[src/rtl/regfile_sb.sv]
// ---------------------------------------------------------------------------
// regfile_sb -- register file with a per-register busy (scoreboard) bit.
//
// Holds 2**ADDR_W registers of DATA_W bits. Register 0 is hard-wired to zero
// and is never busy. Each register carries a busy bit:
//   * a reservation sets it (destination marked pending),
//   * a write clears it (result has arrived),
//   * flush clears all of them.
// wr_unrsv is a sticky flag. It records that a write landed on a non-zero
// register that had no outstanding reservation.
//
// Strobe semantics: wr_en, rsv_en and flush are single-cycle strobes sampled
// on the rising edge of clk. There is no back-pressure. Every strobe that is
// high at an edge (outside reset) takes effect at that edge.
//
// Optional feature (macro REGFILE_BYPASS_EN):
//   When defined, a read port whose address matches an in-flight write
//   (wr_en=1, wr_addr!=0) returns wr_data and busy=0 in the same cycle.
//   When undefined, reads return the stored value until the write's edge.
//
// Parameters:
//   DATA_W  register width in bits
//   ADDR_W  address width (depth = 2**ADDR_W)
//   NUM_RD  number of read ports (1..4)
//
// Ports:
//   clk       in   clock, rising edge
//   rst       in   asynchronous active-high reset
//   wr_en     in   write strobe
//   wr_addr   in   [ADDR_W]         write index
//   wr_data   in   [DATA_W]         write data
//   rd_addr   in   [NUM_RD*ADDR_W]  packed read indices, port k at k*ADDR_W
//   rd_data   out  [NUM_RD*DATA_W]  packed read data, port k at k*DATA_W
//   rd_busy   out  [NUM_RD]         busy bit of each addressed register
//   rsv_en    in   reservation strobe
//   rsv_addr  in   [ADDR_W]         index to reserve
//   flush     in   synchronous clear of all busy bits and wr_unrsv
//   wr_unrsv  out  sticky "write to unreserved register" flag
// ---------------------------------------------------------------------------
module regfile_sb #(
    parameter int DATA_W = 8,
    parameter int ADDR_W = 3,
    parameter int NUM_RD = 2
) (
    input  logic                       clk,
    input  logic                       rst,
    input  logic                       wr_en,
    input  logic [ADDR_W-1:0]          wr_addr,
    input  logic [DATA_W-1:0]          wr_data,
    input  logic [NUM_RD*ADDR_W-1:0]   rd_addr,
    output logic [NUM_RD*DATA_W-1:0]   rd_data,
    output logic [NUM_RD-1:0]          rd_busy,
    input  logic                       rsv_en,
    input  logic [ADDR_W-1:0]          rsv_addr,
    input  logic                       flush,
    output logic                       wr_unrsv
);

    localparam int DEPTH = 2 ** ADDR_W;

    logic [DATA_W-1:0] mem [DEPTH];
    logic [DEPTH-1:0]  busy;
    logic [DEPTH-1:0]  busy_next;
    logic              unrsv_q;
    logic              wr_hit;
    logic              rsv_hit;

    // Accesses to address 0 are dropped here, so entry 0 never changes
    // from its reset value of zero.
    assign wr_hit  = wr_en  && (wr_addr  != '0);
    assign rsv_hit = rsv_en && (rsv_addr != '0);

    // Register data. Flush does not touch data.
    always_ff @(posedge clk or posedge rst) begin
        if (rst) begin
            for (int i = 0; i < DEPTH; i++) begin
                mem[i] <= '0;
            end
        end else if (wr_hit) begin
            mem[wr_addr] <= wr_data;
        end
    end

    // The reservation is applied after the write clear. When both target the
    // same register in the same cycle, the register ends the cycle busy.
    always_comb begin
        busy_next = busy;
        if (wr_hit) begin
            busy_next[wr_addr] = 1'b0;
        end
        if (rsv_hit) begin
            busy_next[rsv_addr] = 1'b1;
        end
        busy_next[0] = 1'b0;
    end

    // Flush overrides any reservation made in the same cycle.
    always_ff @(posedge clk or posedge rst) begin
        if (rst) begin
            busy <= '0;
        end else if (flush) begin
            busy <= '0;
        end else begin
            busy <= busy_next;
        end
    end

    // The check uses the pre-edge busy bit. A write in a flush cycle still
    // updates data but never raises the flag.
    always_ff @(posedge clk or posedge rst) begin
        if (rst) begin
            unrsv_q <= 1'b0;
        end else if (flush) begin
            unrsv_q <= 1'b0;
        end else if (wr_hit && !busy[wr_addr]) begin
            unrsv_q <= 1'b1;
        end
    end

    assign wr_unrsv = unrsv_q;

    // Combinational read ports.
    for (genvar k = 0; k < NUM_RD; k++) begin : g_rd
        logic [ADDR_W-1:0] ra;
        logic [DATA_W-1:0] data_k;
        logic              busy_k;

        assign ra = rd_addr[k*ADDR_W +: ADDR_W];

        always_comb begin
            data_k = mem[ra];
            busy_k = busy[ra];
`ifdef REGFILE_BYPASS_EN
            if (wr_hit && (ra == wr_addr)) begin
                data_k = wr_data;
                busy_k = 1'b0;
            end
`endif
            // Gating on rst also blocks a bypassed write during reset.
            if (rst || (ra == '0)) begin
                data_k = '0;
                busy_k = 1'b0;
            end
        end

        assign rd_data[k*DATA_W +: DATA_W] = data_k;
        assign rd_busy[k]                  = busy_k;
    end

endmodule
[config.mk]
export PLATFORM = sky130hd
export DESIGN_NAME = regfile_sb
export DESIGN_NICKNAME = d
export VERILOG_FILES = /design/src/rtl/regfile_sb.sv
export SDC_FILE = /design/constraint.sdc
export NUM_CORES = 1
export LEC_CHECK = 0
export ABC_AREA = 1
export CORE_AREA = 3 3 124 114
export CTS_CLUSTER_SIZE = 20
export DETAILED_ROUTE_END_ITERATION = 6
export DIE_AREA = 0 0 127 117
export SYNTH_ARGS = -nofsm -noshare
export SYNTH_HDL_FRONTEND = slang
export SYNTH_SLANG_ARGS = --single-unit
export TNS_END_PERCENT = 100
[constraint.sdc]
create_clock -name clk -period 2.5 [get_ports clk]
set_clock_uncertainty 0.05 [all_clocks]
set_input_delay 0.5 -clock clk [delete_from_list [all_inputs] [get_ports clk]]
set_output_delay 0.5 -clock clk [all_outputs]
set_load 0.005 [all_outputs]
==> impl_results.md <==
- Status: finished clean
- Core Footprint: 12800 um2
- EDFF count, synth: 0
- Nets: 647
- Arr. time, crit path: 1.84 ns
- PwrDens: 653 nW/um2
- Die area: 14900 um2
- # port buffers: 43
- Mapped Nets: 612
- Die Wd: 127 um
- Clock sink count: 72
- Synth warn: 0
- Antenna violations before repair: 0
- R2r startpoint: busy[1]
- Largest net degree at the start of global routing: 42
- Max-cap violations: 0
- R2R Path End: wr_unrsv
- Dpl cell area: 5140 um2
- Non-Filler Instances: 791
- Worst-path fanout max: 4
- Post-DP HPWL: 8.58 mm
- Flops & latches, synth: 72
- Post-place setup slack: -0.429 ns
- Post-route setup slack: 0.106 ns
- Leakage: 2.67 nW
- Crit. End Element: primary output
- Starting Density: 0.351
- Yosys top cell area share: 0.401
- Power consumption: 3.58 mW
- DRT Pass-1 Iters: 5
- Clock Path Buffers: 2
- # rows: 39
- Async set-reset flop share out of synthesis: 1.00
- Worst slew pin tran: 0.557 ns
- Top-count cell post-synth: nand2_1
- Seq/Total Area, Yosys: 0.401
- DRC: 0
- GRT overflow: 0
- I/O Pins: 44
- Share of layout cells above drive strength 1: 0.212
- Synthesized instance count: 587
- Avg Cell Area, Syn: 7.65 um2
- Pins Over Slew Limit: 0
- Total track usage: 0.174
- Vias/cell: 5.08
- Clock Latency Late Sink: 0.34 ns
- Synth top area cells: dfrtp_1, nand2_1, o21ai_2
- Die H: 117 um
- Clk root buf: clkbuf_16
- Reg2reg setup slack: 1.43 ns
- HP Start: mem[62]
- Slew HR: 0.628
- Synthesis-to-layout area growth: 22.1%
- Most instantiated cells after synthesis: nand2_1, dfrtp_1, inv_1
- Reg2Reg Depth: 7
- DR vias: 4022
- Fin crit share: 0.958
- Number of global-route vias before repair: 3820
- Highest Clock Rate: 418 MHz
- DR WL/cell: 15.6 um
- Hold buffers post-CTS: 0
- Routability congestion estimate: 0.865
- Synthesized area: 4490 um2
- Crit Path Category: in2out
- Tmin final: 2.39 ns
- First-pass GRT wire length: 20.2 mm
- Final WL: 12.4 mm
- Top_reg_cell synth: dfrtp_1
- Critical path required time: 1.95 ns
- # placed instances: 772
- Yosys top cell by area: dfrtp_1
- Worst min-delay path class: reg2reg
- Netlist cell types: 24
- DR iter-0 viols: 367
- RSZ-0062 raised after global routing: no
- Startpoint types: primary input
- CTS buffer count: 9
- WHS Endpoint: mem[62]
- Hold Path Depth: 0
- Antenna diode instance count: 0
- Finished Cell Area: 5480 um2
- Worst vdd ir: 382 uV
- H-tree depth: 3
- Hold Violations, Final: 0
- Reg clk slew, reported paths: 0.06 ns
- Final setup viols: 0
- CTS tree: yes
- Post-DRT Antenna Nets: 0
## timing repair
| item | in CTS | in global routing |
|---|---|---|
| gates resized for setup | 49 | 4 |
| buffers inserted | 2 | 0 |
| setup endpoints to repair | 18 | 5 |
| gates cloned | 1 | 0 |
| pin swaps | 5 | 1 |
## kinds of logic after synthesis
| kind of cell | synth area share |
|---|---|
| and+or+nand+nor | 0.232 |
| AOI/OAI and AO/OA | 0.246 |
| DFF | 0.401 |
| buffers and inverters | 0.121 |
## worst max path at each step
stage	from	end	slack, ns	depth (start not counted)
3_3_place_gp	rd_addr[4]	rd_data[14]	-0.42	7
4_1_cts	rd_addr[2]	rd_data[1]	-0.01	9
5_1_grt	rd_addr[1]	rd_data[4]	0.007	9
3_5_place_dp	rd_addr[4]	rd_data[14]	-0.43	7
6_report	rd_addr[1]	rd_data[1]	0.11	9
2_1_floorplan	rst	busy[1]	0.13	1
## worst max-delay path, cell delays in order
cell	delay (ns)
dlygate4sd2_1	0.31
inv_1	0.12
a31oi_4	0.20
buf_12	0.12
buf_6	0.12
buf_12	0.10
nand2_1	0.06
nor2_2	0.09
clkdlybuf4s15_2	0.21
## metal layers
layer | GRT usage | wire length (um)
met1 | 0.248 | 6020
met2 | 0.273 | 5400
met3 | 0.0327 | 731
met4 | 0.0515 | 216
met5 | 0 | 0
## through the flow
step	hold slack (ns)	TNS [ns]	util
6_report	0.349	0	0.429
5_1_grt	0.364	0	0.429
4_1_cts	0.348	-0.0254	0.429
3_5_place_dp	0.333	-6.01	0.402
3_3_place_gp	0.328	-5.89	0.402
2_1_floorplan	0.390	0	-
## where the power goes
part	internal (mW)	switching [mW]
Combinational	0.348	0.474
Sequential	1.34	0.116
Clock	0.794	0.503
## placed cells by master (no fill, tap or decap), drive strengths merged, types with 2 or more instances in the layout
cell type / Yosys / routed
clkbuf: 11 / 11
clkdlybuf4s15: 0 / 5
dlygate4sd2: 0 / 14
nand4: 7 / 7
a31oi: 2 / 2
inv: 67 / 67
o21ai: 89 / 89
nand3: 24 / 24
buf: 36 / 32
dfrtp: 72 / 72
nor2: 40 / 40
o211ai: 34 / 34
nand2: 163 / 163
clkdlybuf4s50: 0 / 18
a21oi: 42 / 42
clkinv: 0 / 5
## layout make-up
class	instances	area, um2
fillers	1292	7300
multi-input cells	401	2160
flip-flops and latches	72	1800
repair buffers	71	754
inverters	67	259
clock buffers	10	239
well taps	164	205
clock inverters	6	58.8
## flip-flops by register name (all words and copies together), names as in the netlist
register and flops:
mem 64, busy 7, wr_unrsv 1
Note: power is estimated with default switching activity, not from simulation.
